File: config.mk
export PLATFORM = sky130hd
export DESIGN_NAME = somador_serial
export DESIGN_NICKNAME = d
export VERILOG_FILES = /design/src/rtl/somador_serial.sv
export SDC_FILE = /design/constraint.sdc
export NUM_CORES = 1
export LEC_CHECK = 0
export CORE_ASPECT_RATIO = 2
export CORE_MARGIN = 2
export CORE_UTILIZATION = 39
export CTS_CLUSTER_DIAMETER = 120
export DETAILED_ROUTE_END_ITERATION = 8
export HOLD_SLACK_MARGIN = 0.03
export PLACE_DENSITY_LB_ADDON = 0.15
export REMOVE_ABC_BUFFERS = 1
export SLEW_MARGIN = 20
export SYNTH_ARGS = -nofsm -noshare
export SYNTH_HDL_FRONTEND = slang
export SYNTH_SLANG_ARGS = --single-unit
File: constraint.sdc
create_clock -name clk -period 2.87 [get_ports clk]
set_input_delay 0.574 -clock clk [delete_from_list [all_inputs] [get_ports clk]]
set_output_delay 0.574 -clock clk [all_outputs]
set_load 0.02 [all_outputs]
File: src/rtl/somador_serial.sv
// -----------------------------------------------------------------------------
// somador_serial
//   Multi-cycle adder/subtractor. The WIDTH-bit operands are consumed CHUNK
//   bits per clock, least-significant chunk first. The carry between chunks
//   lives in a flop, so the longest combinational path is one CHUNK-bit add.
//   The result appears in output registers together with a one-cycle done.
//
// Parameters
//   WIDTH     operand/result width, a multiple of CHUNK
//   CHUNK     bits added per RUN cycle (1..WIDTH)
//
// Ports
//   clk       rising-edge clock
//   reset     synchronous, active-high; aborts any operation, clears outputs
//   start     request, accepted while busy = 0
//   sub       0: A + B + cin, 1: A + ~B + 1 (sampled with start)
//   inputA    operand A (sampled with start)
//   inputB    operand B (sampled with start)
//   cin       carry-in for add mode (sampled with start)
//   output_s  result
//   cout      carry out of the MSB (subtract: 1 means no borrow)
//   overflow  signed overflow
//   zero      output_s == 0
//   busy      operation in progress (state RUN)
//   done      one-cycle pulse, result registers just loaded (state DONE)
// -----------------------------------------------------------------------------
module somador_serial #(
  parameter int WIDTH = 32,
  parameter int CHUNK = 4
) (
  input  logic             clk,
  input  logic             reset,
  input  logic             start,
  input  logic             sub,
  input  logic [WIDTH-1:0] inputA,
  input  logic [WIDTH-1:0] inputB,
  input  logic             cin,
  output logic [WIDTH-1:0] output_s,
  output logic             cout,
  output logic             overflow,
  output logic             zero,
  output logic             busy,
  output logic             done
);

  localparam int N     = WIDTH / CHUNK;
  localparam int CNT_W = (N > 1) ? $clog2(N) : 1;

  typedef enum logic [1:0] {
    IDLE = 2'd0,
    RUN  = 2'd1,
    DONE = 2'd2
  } state_t;

  state_t state;
  state_t state_next;

  logic [WIDTH-1:0] a_sh;
  logic [WIDTH-1:0] b_sh;
  logic [WIDTH-1:0] res_sh;
  logic [WIDTH-1:0] res_next;
  logic             carry_reg;
  logic [CNT_W-1:0] count;

  logic             accept;
  logic             last_chunk;
  logic [CHUNK:0]   chunk_res;
  logic [CHUNK-1:0] sum_chunk;
  logic             carry_out;
  logic             ovf_chunk;

  // One chunk of the ripple: {carry_out, sum} = x + y + c.
  function automatic logic [CHUNK:0] add_chunk(
    input logic [CHUNK-1:0] x,
    input logic [CHUNK-1:0] y,
    input logic             c
  );
    return {1'b0, x} + {1'b0, y} + {{CHUNK{1'b0}}, c};
  endfunction

  // The carry into the top bit is recovered from that bit's sum and inputs,
  // so no extra flop is needed to track it.
  function automatic logic signed_ovf(
    input logic x_msb,
    input logic y_msb,
    input logic s_msb,
    input logic c_out
  );
    logic c_into_msb;
    c_into_msb = x_msb ^ y_msb ^ s_msb;
    return c_into_msb ^ c_out;
  endfunction

  assign accept     = start && (state != RUN);
  assign last_chunk = (state == RUN) && (count == CNT_W'(N - 1));

  always_comb begin
    chunk_res = add_chunk(a_sh[CHUNK-1:0], b_sh[CHUNK-1:0], carry_reg);
    sum_chunk = chunk_res[CHUNK-1:0];
    carry_out = chunk_res[CHUNK];
    ovf_chunk = signed_ovf(a_sh[CHUNK-1], b_sh[CHUNK-1], sum_chunk[CHUNK-1],
                           carry_out);
    // New chunk enters at the top; after N shifts chunk 0 sits at bit 0.
    res_next  = (res_sh >> CHUNK) | (WIDTH'(sum_chunk) << (WIDTH - CHUNK));
  end

  // State register
  always_ff @(posedge clk) begin
    if (reset) begin
      state <= IDLE;
    end else begin
      state <= state_next;
    end
  end

  // Next-state logic
  always_comb begin
    state_next = IDLE;
    case (state)
      IDLE:    state_next = start ? RUN : IDLE;
      RUN:     state_next = last_chunk ? DONE : RUN;
      DONE:    state_next = start ? RUN : IDLE;
      default: state_next = IDLE;
    endcase
  end

  // Output decode: both flags come straight from the state register.
  always_comb begin
    busy = (state == RUN);
    done = (state == DONE);
  end

  // Operand capture and chunk-serial datapath. These registers are always
  // reloaded on accept, so they carry no reset.
  always_ff @(posedge clk) begin
    if (accept) begin
      a_sh      <= inputA;
      b_sh      <= sub ? ~inputB : inputB;
      carry_reg <= sub ? 1'b1 : cin;
      count     <= '0;
    end else if (state == RUN) begin
      a_sh      <= a_sh >> CHUNK;
      b_sh      <= b_sh >> CHUNK;
      res_sh    <= res_next;
      carry_reg <= carry_out;
      count     <= count + 1'b1;
    end
  end

  // Result registers: loaded on the edge that enters DONE, cleared by reset.
  always_ff @(posedge clk) begin
    if (reset) begin
      output_s <= '0;
      cout     <= 1'b0;
      overflow <= 1'b0;
      zero     <= 1'b0;
    end else if (last_chunk) begin
      output_s <= res_next;
      cout     <= carry_out;
      overflow <= ovf_chunk;
      zero     <= (res_next == '0);
    end
  end

endmodule

# == Word level (Yosys, flattened, before mapping) ==
# Index checks and enable logic that the tools add are counted.
# classes
n_bitwise,6
mux,11
n_div,0
n_reduce_logical,7
magnitude_cmp,0
mul,0
shift,0
addsub,3
n_eq_ne,4
# ops
op,n
$mux W32,5
$logic_not A32 Y1,1
$not A32 Y32,1
$or A28 B32 Y32,1
$add A4 B4 Y5,1
$add A5 B1 Y5,1
$mux W1,4
$pmux W2 S2,1
$add A3 B1 Y3 const B,1
$eq A3 B3 Y1 const B,1
$xor A1 B1 Y1,3
$eq A2 B1 Y1 const B,1
$eq A2 B2 Y1 const B,1
$logic_and A1 B1 Y1,2
$logic_not A2 Y1,1
$mux W2,1
$ne A2 B1 Y1 const B,1
$reduce_and A2 Y1,1
$reduce_bool A2 Y1,1
$reduce_or A2 Y1,1
$not A1 Y1,1
# totals
reg_bits,137
ramBits,0
output_inout_bits,37
input_bits,69
latch_bits,0
mem_count,0
elab_cells,41
mem_bits_ro,0

# == Depth between registers and ports, before layout ==
# logic_depth
word_depth,4
mapped_depth,7
depth_no_buf,7

# == Worst setup path before layout ==
# Ideal clock, no wire load.
# synth_timing
kind,input port to flip-flop
startpoint,input start
endpoint,register a_sh[0] (enable)
path_buffers,0
setup_slack_ns,0.248
cell_stages,1
setup_ns,0.435
required_ns,2.435
t_arrival_ns,2.187
path_cell_list,nand2b_1
# synth_between
elab_chain_cells,2
# synth_rtl
item,line_no,text
from (decl),33,"input logic start,"
$logic_and A1 B1 Y1,94,assign accept = start && (state != RUN);
$reduce_bool A2 Y1 (no source line),--,
to (signal assigned),137,a_sh <= inputA;
to (signal assigned),142,a_sh <= a_sh >> CHUNK;
to (decl),58,logic [WIDTH-1:0] a_sh;
# Every way passes these cells.
# A chain may end at the register's enable or synchronous reset.

# == Worst setup path after layout ==
# layout_timing
startpoint,register state[1]
endpoint,output busy
# layout_between
elab_chain_cells,1
# layout_rtl
item,line_no,text
from (decl),55,state_t state;
from (signal assigned),112,state <= state_next;
$eq A2 B1 Y1,129,busy = (state == RUN);
to (decl),42,"output logic busy,"
# Every way passes these cells.

==> results.tsv <==
stage	metric	value	unit
drt	final_antenna_net_count	0	
sta	rsz0062_at_grt	false	
synth	netlist_area	5430	sq um
drt	wire_per_inst	14.2	um
global_routing	antenna_found_initial	0	
clock_tree	hold_buffers	0	
die	dieArea	14900	sq um
finish	num-nets-final	625	
worst_setup_path	cp.required	2.30	ns
drt	wirelength	10200	um
synth	synth_top_area_cell	edfxtp_1	
sta	finalSetupViolations	0	
placed_design	numPortBuffers	105	
finish	n_fill_cell	1197	
sta	max_slew.worst_pin.slew	0.677	ns
placed_design	place_congestion	0.732	
clock_tree	cts_buffer_depth	2	
global_routing	grt_overflow_total	0	
clock_tree	clock-root-buffer	clkbuf_16	
synth	synth_edf_count	93	
global_routing	grt_max_degree	51	
finish	largestRegisters	a_sh (32), b_sh (32), output_s (32)	
synth	yosysSeqAreaShare	0.662	
global_routing	grt_pass1_wl	16600	um
synth	synthFlopType	edfxtp_1	
sta	fmax	460	MHz
sta	hold_viol_final	0	
worst_setup_path	critPathKind	flip-flop to primary output	
worst_setup_path	critical_path_arrival	1.60	ns
placed_design	dpl.hpwl	6890	um
drt	first_iter_violations	143	
synth	yosys_warnings	0	
die	die_w	87.4	um
finish	syn_to_final_growth	35.3	%
drt	wl_met3	576	um
power	power	5230	uW
synth	async_flop_share	0	
drt	drt_drc_violations_left	0	
clock_tree	h-tree-depth	4	
worst_setup_path	r2r_slack	0.82	ns
worst_setup_path	crit_fanout	3	
hold_path	min-delay-start	output_s[3]$_SDFFE_PP0P_	
worst_setup_path	rr_worst_depth	7	
drt	detail_route.first_pass.iterations	4	
synth	syn_avg_cell_area	12.3	sq um
sta	setup_slack	0.694	ns
worst_setup_path	cp-end-kind	primary output	
sta	tns	0	ns
hold_path	min_path_type	flip-flop to flip-flop	
outcome	status	completed	
synth	synth_mux_area_frac	0.0599	
die	die_h	171	um
clock_tree	post_cts_buffers	0	
worst_setup_path	regToRegStartpoint	a_sh[0]$_DFFE_PP_	
global_routing	grt_pass1_vias	3355	
clock_tree	cts_made_buffers	17	
global_routing	gr-usage-all-layers	0.145	
die	core_area	13700	sq um
synth	synthCells	440	
finish	drive_above_1_share	0.133	
synth	synth_seq_cells	133	
clock_tree	clkTransAtPathRegs	0.06	ns
worst_setup_path	r2r_end	zero$_SDFFE_PP0P_	
sta	period_share	0.758	
synth	synth-compound-area-share	0.0668	
finish	final_cells	719	
hold_path	worstHoldPathCells	2	
sta	finalCriticalPeriod	2.18	ns
clock_tree	cts.sinks	133	
drt	routed-via-count	3447	
synth	synth.area.top_cells	edfxtp_1 (51%), dfxtp_1 (15%), nand2_1 (6.4%), mux2_2 (5.8%), xnor2_1 (5.3%)	
die	initial_core_util	0.395	
synth	synthAdderAreaFrac	0.0189	
drt	wl_met2	4710	um
clock_tree	clkLatencyLatePin	0.40	ns
drt	wl_met1	4760	um
synth	yosys.area_share.xor_xnor	0.0532	
power	leakage	0.00260	uW
die	row_count	61	
placed_design	pre_cts_slack	0.542	ns
sta	slew_violations	0	
synth	yosysTopAreaCellShare	0.514	
power	powerDensity	712	nW/um^2
placed_design	dp_cells	687	
hold_path	holdPathEnd	output_s[3]$_SDFFE_PP0P_	
sta	fin_worst_skew	0.00710	ns
die	num_io_pins	106	
synth	synth.distinct_cells	37	
clock_tree	cts_tree	built	
synth	synth_simple_gate_area_frac	0.113	
sta	worst_slew_margin_rel	0.549	
finish	utilization	0.535	
power	ir_drop	0.000427	V
worst_setup_path	critPathLaunchType	flip-flop	
clock_tree	cts.repair.resized	0	
drt	top_layer_used	met4	
drt	viasPerCell	4.79	
finish	diodes	0	
job	drv_cap	0	
synth	synth_top_family_by_area	simple AND/OR/NAND/NOR gates	
==> layer usage <==
layer / global-route usage / vias up
met5: 0 / -
met4: 0.0602 / 0
met3: 0.0458 / 13
met2: 0.210 / 90
met1: 0.201 / 1582
li1: - / 1762
==> power breakdown <==
group	switching [uW]	total [uW]	internal [uW]
Clock	787	2390	1600
Sequential	65.7	2340	2280
Combinational	241	500	259
==> critical path, cell delays in order (launching register included) <==
cell and delay [ns]:
dfxtp_1 0.31, nand2b_1 0.15, inv_1 0.12, clkdlybuf4s50_1 0.62
==> cells in the mapped netlist (4+ instances only) <==
| library cell | n |
|---|---|
| nand2_1 | 92 |
| and3_1 | 4 |
| xnor2_1 | 33 |
| dfxtp_1 | 40 |
| clkbuf_1 | 11 |
| inv_1 | 8 |
| mux2_2 | 28 |
| a21oi_1 | 33 |
| o21ai_0 | 29 |
| edfxtp_1 | 93 |
| buf_2 | 11 |
| nor4_1 | 5 |
| nor2_1 | 13 |
| ha_1 | 5 |
==> per-stage QoR <==
step | instance area (sq um) | hold slack, ns
finish | 7350 | 0.453
detailed placement | 6670 | 0.447
floorplan | 5320 | 0.428
CTS | 7350 | 0.455
global route | 7350 | 0.472
global placement | 6670 | 0.442
==> worst max-delay path by stage <==
stage	endpoint	slack (ns)	cells after the start	start
2_1_floorplan	a_sh[0]$_DFFE_PP_	0.15	3	state[1]$_SDFF_PP0_
3_3_place_gp	a_sh[0]$_DFFE_PP_	0.58	4	start
3_5_place_dp	a_sh[4]$_DFFE_PP_	0.54	4	start
4_1_cts	busy	0.66	3	state[1]$_SDFF_PP0_
5_1_grt	busy	0.62	3	state[0]$_SDFF_PP0_
6_report	busy	0.69	3	state[1]$_SDFF_PP0_
==> cell usage in the layout (no fill, tap or decap), drive strengths merged <==
cell and instances:
fa 2, nand3 2, nor3 3, and3 5, inv 9, nor4b 1
edfxtp 93, or3 1, a211oi 2, nor2b 2, clkinvlp 1, a21oi 33
buf 11, nor3b 1, clkbuf 23, o21ai 29, dfxtp 40, ha 5
or4 1, nand4 1, nand2b 3, o21a 1, and4 1, bufinv 3
clkdlybuf4s50 104, nor2 13, xnor2 33, clkinv 4, mux2i 1, a311oi 1
and2 3, mux2 28, nand2 92, nor4 5, o31ai 2, nand3b 3
==> area by class of cell <==
type,count,area (sq um),share of cell area
Clock buffer,23,543,0.0739
Sequential cell,133,3590,0.489
Multi-Input combinational cell,274,1710,0.232
Timing Repair Buffer,115,1150,0.156
Tap cell,157,196,0.0267
Clock inverter,9,131,0.0179
Inverter,8,30.0,0.00409
==> logic make-up after synthesis <==
logic type / after synthesis
xor+xnor: 33
mux: 29
fa+ha+maj: 7
buf+inv: 33
flops: 133
compound gates: 68
simple gates: 137
No activity file was read; power rests on OpenSTA's default activity.
